$ cat config.mk
export PLATFORM = sky130hd
export DESIGN_NAME = line_flip_sched_flat
export DESIGN_NICKNAME = d
export VERILOG_FILES = /design/src/rtl/lb_pkg.sv /design/src/rtl/line_flip_sched_if.sv /design/src/rtl/line_flip_sched_toggle_sync.sv /design/src/rtl/line_flip_sched.sv /design/src/flat_wrapper.sv
export SDC_FILE = /design/constraint.sdc
export NUM_CORES = 1
export LEC_CHECK = 0
export ABC_AREA = 1
export BUFFER_PORTS_ARGS = -buffer_cell sky130_fd_sc_hd__clkbuf_2
export CAP_MARGIN = 0
export CORE_AREA = 2 2 119 121
export DETAILED_ROUTE_END_ITERATION = 6
export DIE_AREA = 0 0 121 123
export PLACE_DENSITY_LB_ADDON = 0.15
export SLEW_MARGIN = 10
export SYNTH_ARGS = -nofsm -noshare
export SYNTH_HDL_FRONTEND = slang
export SYNTH_SLANG_ARGS = --single-unit
$ cat constraint.sdc
create_clock -name clk_draw -period 1.6 [get_ports clk_draw]
set_clock_uncertainty 0.15 [all_clocks]
set_input_delay 0.16 -clock clk_draw [delete_from_list [all_inputs] [get_ports clk_draw]]
set_output_delay 0.16 -clock clk_draw [all_outputs]
set_load 0.02 [all_outputs]
$ cat src/rtl/lb_pkg.sv
// Shared line-buffer types for the draw-domain controller: pixel/word widths,
// colour and word types, and the scheduler state encoding.
package lb_pkg;

  localparam int WORD_PX     = 8;
  localparam int COLOUR_W    = 9;
  localparam int WORD_ADDR_W = 9;
  localparam int WORD_W      = WORD_PX * COLOUR_W;

  typedef logic [COLOUR_W-1:0] colour_t;
  typedef logic [WORD_W-1:0]   word_t;

  typedef enum logic [1:0] {
    IDLE = 2'd0,
    DRAW = 2'd1,
    DONE = 2'd2
  } lfs_state_e;

  function automatic word_t replicate_colour(input colour_t c);
    return {WORD_PX{c}};
  endfunction

endpackage

$ cat src/rtl/line_flip_sched_if.sv
// Engine write-request channel into the off-screen line buffer (valid/ready).
interface line_flip_sched_if;
  import lb_pkg::*;

  logic                   req_valid;
  logic                   req_ready;
  logic [WORD_ADDR_W-1:0] req_addr;
  logic [WORD_PX-1:0]     req_we;
  word_t                  req_colour;
  logic                   req_last;

  modport master (
    output req_valid, req_addr, req_we, req_colour, req_last,
    input  req_ready
  );

  modport slave (
    input  req_valid, req_addr, req_we, req_colour, req_last,
    output req_ready
  );

endinterface

$ cat src/rtl/line_flip_sched_toggle_sync.sv
// Brings the pixel-domain line toggle into the draw clock and turns each
// change of level (either polarity) into a single-cycle flip_evt_o.
module toggle_sync #(
  parameter int SYNC_STAGES = 2
) (
  input  logic clk,
  input  logic rst_n,
  input  logic toggle_i,
  output logic flip_evt_o
);

  logic [SYNC_STAGES-1:0] sync_q;
  logic                   prev_q;
  logic                   flip_q;

  // NOTE: non-blocking assignments keep every stage sampling the pre-edge value,
  // so the chain shifts by exactly one stage per clock.
  always_ff @(posedge clk or negedge rst_n) begin
    if (!rst_n) begin
      sync_q <= '0;
      prev_q <= 1'b0;
      flip_q <= 1'b0;
    end else begin
      sync_q <= {sync_q[SYNC_STAGES-2:0], toggle_i};
      prev_q <= sync_q[SYNC_STAGES-1];
      flip_q <= sync_q[SYNC_STAGES-1] ^ prev_q;
    end
  end

  assign flip_evt_o = flip_q;

endmodule

$ cat src/rtl/line_flip_sched.sv
// Draw-domain line flip scheduler: owns buffsel_draw, sweeps the clear colour over
// the on-screen buffer and grants the off-screen port. Optional `LFS_STATS_EN counters.
module line_flip_sched
  import lb_pkg::*;
#(
  parameter int CLEAR_WORDS = 80,
  parameter int SYNC_STAGES = 2
) (
  input  logic                   clk_draw,
  input  logic                   rst_draw_n,
  input  logic                   line_toggle_pix,
  input  colour_t                clear_colour,
  line_flip_sched_if.slave       req,
  output logic                   line_start,
  output logic                   buffsel_draw,
  output logic [WORD_ADDR_W-1:0] addr_on_draw,
  output logic                   we_on_draw,
  output word_t                  colour_on_draw,
  output logic [WORD_ADDR_W-1:0] addr_off_draw,
  output logic [WORD_PX-1:0]     we_off_draw,
  output word_t                  colour_off_draw,
  output logic [1:0]             overrun,
  output logic [15:0]            ovr_draw_cnt,
  output logic [15:0]            ovr_clear_cnt
);

  localparam logic [1:0] ST_IDLE = 2'(IDLE);
  localparam logic [1:0] ST_DRAW = 2'(DRAW);
  localparam logic [1:0] ST_DONE = 2'(DONE);
  localparam logic [WORD_ADDR_W-1:0] LAST_ADDR = WORD_ADDR_W'(CLEAR_WORDS - 1);

  logic                   flip_evt;
  logic [1:0]             state_q, state_d;
  logic                   buffsel_q, line_start_q;
  logic [WORD_ADDR_W-1:0] clr_cnt_q, clr_cnt_d;
  logic                   clr_act_q, clr_act_d;
  colour_t                clr_colour_q;
  logic [WORD_ADDR_W-1:0] addr_off_q;
  logic [WORD_PX-1:0]     we_off_q;
  word_t                  colour_off_q;
  logic                   xfer;

  toggle_sync #(.SYNC_STAGES(SYNC_STAGES)) u_sync (
    .clk        (clk_draw),
    .rst_n      (rst_draw_n),
    .toggle_i   (line_toggle_pix),
    .flip_evt_o (flip_evt)
  );

  // Blocking the flip cycle keeps every accepted write in the pre-flip off-screen buffer.
  assign req.req_ready = (state_q == ST_DRAW) && !flip_evt;
  assign xfer          = req.req_valid && req.req_ready;

  always_comb begin
    // NOTE: defaulting every comb output first means no path leaves it unassigned (no latch).
    state_d = state_q;
    if (flip_evt)                                              state_d = ST_DRAW;
    else if (state_q == ST_DRAW && xfer && req.req_last)       state_d = ST_DONE;
  end

  always_comb begin
    clr_cnt_d = clr_cnt_q;
    clr_act_d = clr_act_q;
    if (flip_evt) begin
      clr_cnt_d = '0;
      clr_act_d = 1'b1;
    end else if (clr_act_q) begin
      if (clr_cnt_q == LAST_ADDR) clr_act_d = 1'b0;
      else                        clr_cnt_d = clr_cnt_q + 1'b1;
    end
  end

  always_ff @(posedge clk_draw or negedge rst_draw_n) begin
    if (!rst_draw_n) begin
      state_q      <= ST_IDLE;
      buffsel_q    <= 1'b0;
      line_start_q <= 1'b0;
      clr_cnt_q    <= '0;
      clr_act_q    <= 1'b0;
      clr_colour_q <= '0;
      addr_off_q   <= '0;
      we_off_q     <= '0;
      colour_off_q <= '0;
    end else begin
      state_q      <= state_d;
      buffsel_q    <= buffsel_q ^ flip_evt;
      line_start_q <= flip_evt;
      clr_cnt_q    <= clr_cnt_d;
      clr_act_q    <= clr_act_d;
      if (flip_evt) clr_colour_q <= clear_colour;
      addr_off_q   <= req.req_addr;
      we_off_q     <= xfer ? req.req_we : '0;
      colour_off_q <= req.req_colour;
    end
  end

  // A word issued in the flip cycle itself (count at LAST_ADDR) counts as cleared.
  assign overrun[0] = flip_evt && (state_q == ST_DRAW);
  assign overrun[1] = flip_evt && clr_act_q && (clr_cnt_q != LAST_ADDR);

  assign line_start      = line_start_q;
  assign buffsel_draw    = buffsel_q;
  assign addr_on_draw    = clr_cnt_q;
  assign we_on_draw      = clr_act_q;
  assign colour_on_draw  = replicate_colour(clr_colour_q);
  assign addr_off_draw   = addr_off_q;
  assign we_off_draw     = we_off_q;
  assign colour_off_draw = colour_off_q;

`ifdef LFS_STATS_EN
  logic [15:0] ovr_draw_q, ovr_clear_q;

  always_ff @(posedge clk_draw or negedge rst_draw_n) begin
    if (!rst_draw_n) begin
      ovr_draw_q  <= '0;
      ovr_clear_q <= '0;
    end else begin
      if (overrun[0] && ovr_draw_q  != 16'hFFFF) ovr_draw_q  <= ovr_draw_q  + 16'd1;
      if (overrun[1] && ovr_clear_q != 16'hFFFF) ovr_clear_q <= ovr_clear_q + 16'd1;
    end
  end

  assign ovr_draw_cnt  = ovr_draw_q;
  assign ovr_clear_cnt = ovr_clear_q;
`else
  assign ovr_draw_cnt  = '0;
  assign ovr_clear_cnt = '0;
`endif

endmodule

$ cat src/flat_wrapper.sv
// flat-port wrapper written by rule: the top's interface ports become plain ports
module line_flip_sched_flat import lb_pkg::*;
#(
  parameter int CLEAR_WORDS = 80,
  parameter int SYNC_STAGES = 2
)
  (clk_draw, rst_draw_n, line_toggle_pix, clear_colour, line_start, buffsel_draw, addr_on_draw, we_on_draw, colour_on_draw, addr_off_draw, we_off_draw, colour_off_draw, overrun, ovr_draw_cnt, ovr_clear_cnt, req_req_valid, req_req_addr, req_req_we, req_req_colour, req_req_last, req_req_ready);
  line_flip_sched_if req_i ();
  input  logic clk_draw;
  input  logic rst_draw_n;
  input  logic line_toggle_pix;
  input  colour_t clear_colour;
  output logic line_start;
  output logic buffsel_draw;
  output logic [WORD_ADDR_W-1:0] addr_on_draw;
  output logic we_on_draw;
  output word_t colour_on_draw;
  output logic [WORD_ADDR_W-1:0] addr_off_draw;
  output logic [WORD_PX-1:0] we_off_draw;
  output word_t colour_off_draw;
  output logic [1:0] overrun;
  output logic [15:0] ovr_draw_cnt;
  output logic [15:0] ovr_clear_cnt;
  input wire logic [$bits(req_i.req_valid)-1:0] req_req_valid;
  input wire logic [$bits(req_i.req_addr)-1:0] req_req_addr;
  input wire logic [$bits(req_i.req_we)-1:0] req_req_we;
  input wire logic [$bits(req_i.req_colour)-1:0] req_req_colour;
  input wire logic [$bits(req_i.req_last)-1:0] req_req_last;
  output wire logic [$bits(req_i.req_ready)-1:0] req_req_ready;
  assign req_i.req_valid = req_req_valid;
  assign req_i.req_addr = req_req_addr;
  assign req_i.req_we = req_req_we;
  assign req_i.req_colour = req_req_colour;
  assign req_i.req_last = req_req_last;
  assign req_req_ready = req_i.req_ready;
  line_flip_sched #(.CLEAR_WORDS(CLEAR_WORDS), .SYNC_STAGES(SYNC_STAGES)) u_core (.clk_draw(clk_draw), .rst_draw_n(rst_draw_n), .line_toggle_pix(line_toggle_pix), .clear_colour(clear_colour), .req(req_i), .line_start(line_start), .buffsel_draw(buffsel_draw), .addr_on_draw(addr_on_draw), .we_on_draw(we_on_draw), .colour_on_draw(colour_on_draw), .addr_off_draw(addr_off_draw), .we_off_draw(we_off_draw), .colour_off_draw(colour_off_draw), .overrun(overrun), .ovr_draw_cnt(ovr_draw_cnt), .ovr_clear_cnt(ovr_clear_cnt));
endmodule
==> impl_metrics.json <==
{
  "io_pins": 311,
  "grtUsageTotal_pct": 15.8,
  "hold_viol": 0,
  "top_usage_layer": "met2",
  "use_met3_pct": 7.70,
  "cp-start-kind": "flip-flop",
  "clockBufferDepth": 2,
  "areaGrowthSynthToFinish_pct": 66.9,
  "fin_ws_ns": -0.262,
  "crit_family": "flip-flops",
  "yosysSeqAreaShare_pct": 68.8,
  "drive_gt1_share_pct": 48.3,
  "wl_per_cell_um": 13.0,
  "failed_checks": "negative setup slack",
  "nFillCells": 1216,
  "cp_slowest_cell": "dfrtp_2",
  "setup_violations": 1,
  "reg2reg_from": "u_core.addr_on_draw[0]",
  "start_util_pct": 31.0,
  "crit_required_ns": 1.29,
  "drcViolationCount": 0,
  "fin_util_pct": 51.7,
  "dieArea_sq_um": 14900,
  "worstRegToRegCells": 9,
  "path_clk_slew_ns": 0.06,
  "cpPeakStageDelay_ns": 0.42,
  "rsz0062_at_grt": "true",
  "hp-class": "input port to asynchronous set/reset pin",
  "yosysUniqueCellTypes": 21,
  "fin_crit_ns": 1.86,
  "num_rows": 43,
  "gr-usage-met1_pct": 16.0,
  "grt_overflow": 0,
  "ant_nets": 0,
  "peakVddDrop_mv": 0.932,
  "ys_ff_latch": 116,
  "arrival_ns": 1.55,
  "core_sq_um": 13600,
  "first_global_vias": 3509,
  "die_w_um": 121,
  "dr.pass1.iters": 4,
  "root_buffer": "clkbuf_16",
  "path_buf_inv": 2,
  "leakage_nw": 3.81,
  "vias_per_cell": 3.89,
  "clock_sinks": 116,
  "critPathKind": "flip-flop to output pin",
  "fin_crit_sh_pct": 116,
  "gp_congestion": 0.782,
  "final_nets": 801,
  "final.setup.tns_ns": -0.262,
  "first_iter_violations": 93,
  "path_cells": "ha_4, nand3_4, nor2_4, a21oi_4, inv_2, nor2_4, buf_8",
  "syn_area_sq_um": 4220,
  "crit_top_cell": "nor2_4",
  "use_met2_pct": 27.7,
  "cts-htree-levels": 4,
  "end_kind": "output pin",
  "syn-instance-count": 348,
  "dp_hpwl_um": 7880,
  "cts_tree": "done",
  "grt_max_degree": 41,
  "fmax_ghz": 0.537,
  "drv_slew": 0,
  "antenna_found_initial": 0,
  "numCtsBuffers": 17,
  "crit_start": "u_core.addr_on_draw[0]",
  "via_count": 3464,
  "grt_pass1_wl_um": 17400,
  "hold_slack_ns": 0.0779,
  "worstSkewPairLatency_ns": 0.41,
  "outcome": "complete, but fails checks",
  "synth_warnings": 0,
  "p_per_area_nw_per_um2": 1200,
  "routed_wl_um": 11600,
  "antenna_cells": 0,
  "syn_avg_cell_area_sq_um": 12.1,
  "total_power_mw": 8.46,
  "io_buffer_count": 278,
  "cap_violations": 0,
  "cp_max_fo": 3,
  "cp.depth": 7,
  "die_h_um": 123
}
## synthesized netlist by cell type
master    count  share of area (%)
nor2_4        1               0.27
a21oi_1       1               0.12
buf_2         2               0.24
o21ai_0       8               0.95
nor3_2        1               0.24
xor2_1        2               0.42
nand2_1      63                5.6
nand2_4       1               0.27
nor2_2        1               0.15
conb_1        1              0.089
inv_1        23                2.0
dfrtp_1     116                 69
o21bai_1      1               0.18
nor2_1       17                1.5
clkbuf_1      1              0.089
ha_1          1               0.30
nand2_2       1               0.15
nor3_1        1               0.12
buf_4        95                 17
nand3_2       2               0.47
nand3_1       9                1.1
## layout make-up
| cell class | instances | area (sq um) | share of cell area, % |
|---|---|---|---|
| flip-flops and latches | 116 | 2910 | 41.3 |
| repair buffers | 397 | 2590 | 36.9 |
| multi-input cells | 142 | 667 | 9.47 |
| clock buffers | 18 | 429 | 6.10 |
| well taps | 180 | 225 | 3.20 |
| clock inverters | 14 | 130 | 1.85 |
| inverters | 23 | 86.3 | 1.23 |
## stage by stage
stage               cell area (sq um)  std cells  worst slack (ns)
finish                           7040        890            -0.262
global route                     7040        890            -0.340
CTS                              7010        888            -0.340
detailed placement               5370        751            0.0294
global placement                 5370        751            0.0489
floorplan                        4350        379            0.0133
## cell families (layout without fill, tap and decap cells)
family | Yosys count | after routing | synth area share, %
AOI/OAI and AO/OA | 10 | 10 | 1.25
xor gates and xnor gates | 2 | 2 | 0.415
adders and majority gates | 1 | 1 | 0.297
buffers and inverters | 121 | 452 | 19.3
DFF | 116 | 116 | 68.8
other | 1 | 32 | 0.0889
and+or+nand+nor | 97 | 97 | 9.85
## metal layers
metal / wire, um / up-vias
li1: - / 1632
met1: 4100 / 1640
met2: 6180 / 177
met3: 1130 / 15
met4: 170 / 0
met5: 0 / -
## cell usage in the layout, fill, tap and decap left out, types with 7 or more instances in the layout
master         Yosys  layout
conb_1             1      32
dfrtp_1          116     112
o21ai_0            8       7
nand3_1            9       9
buf_4             95      17
nand2_1           63      63
nor2_1            17      16
clkbuf_16          0      17
dlygate4sd3_1      0     102
inv_1             23      21
clkbuf_2           0     274
## path summary, 6_finish.rpt
check	slack (ns)	end
max	-0.26	overrun[1]
min	0.08	u_core.addr_on_draw[8]
max reg2reg	0.14	u_core.addr_on_draw[8]
min reg2reg	0.20	u_core.u_sync.sync_q[1]
max in group asynchronous	0.64	u_core.u_sync.flip_evt_o
min in group clk_draw	0.20	u_core.u_sync.sync_q[1]
## what timing repair did
item / in CTS / in global routing
endpoints found under the hold margin: 217 / 0
pin swaps: 2 / 2
hold buffers: 102 / 0
gates resized for setup: 10 / 8
endpoints found under the setup margin: 3 / 4
setup buffers: 3 / 2
## flip-flops by register name (all words and copies together) (netlist names)
name and count:
u_core.colour_off_draw 72, u_core.addr_off_draw 9, u_core.addr_on_draw 9, u_core.clr_colour_q 9
u_core.we_off_draw 8, u_core.state_q 2, u_core.u_sync.sync_q 2, u_core.buffsel_draw 1
u_core.line_start 1, u_core.u_sync.flip_evt_o 1, u_core.u_sync.prev_q 1, u_core.we_on_draw 1
## power by group
group          internal, mW  switching [mW]  leakage, nW
sequential             3.13           0.135         1.38
clock                  2.14            1.37        0.271
combinational         0.648            1.03         2.16
No activity file was read; power rests on OpenSTA's default activity.
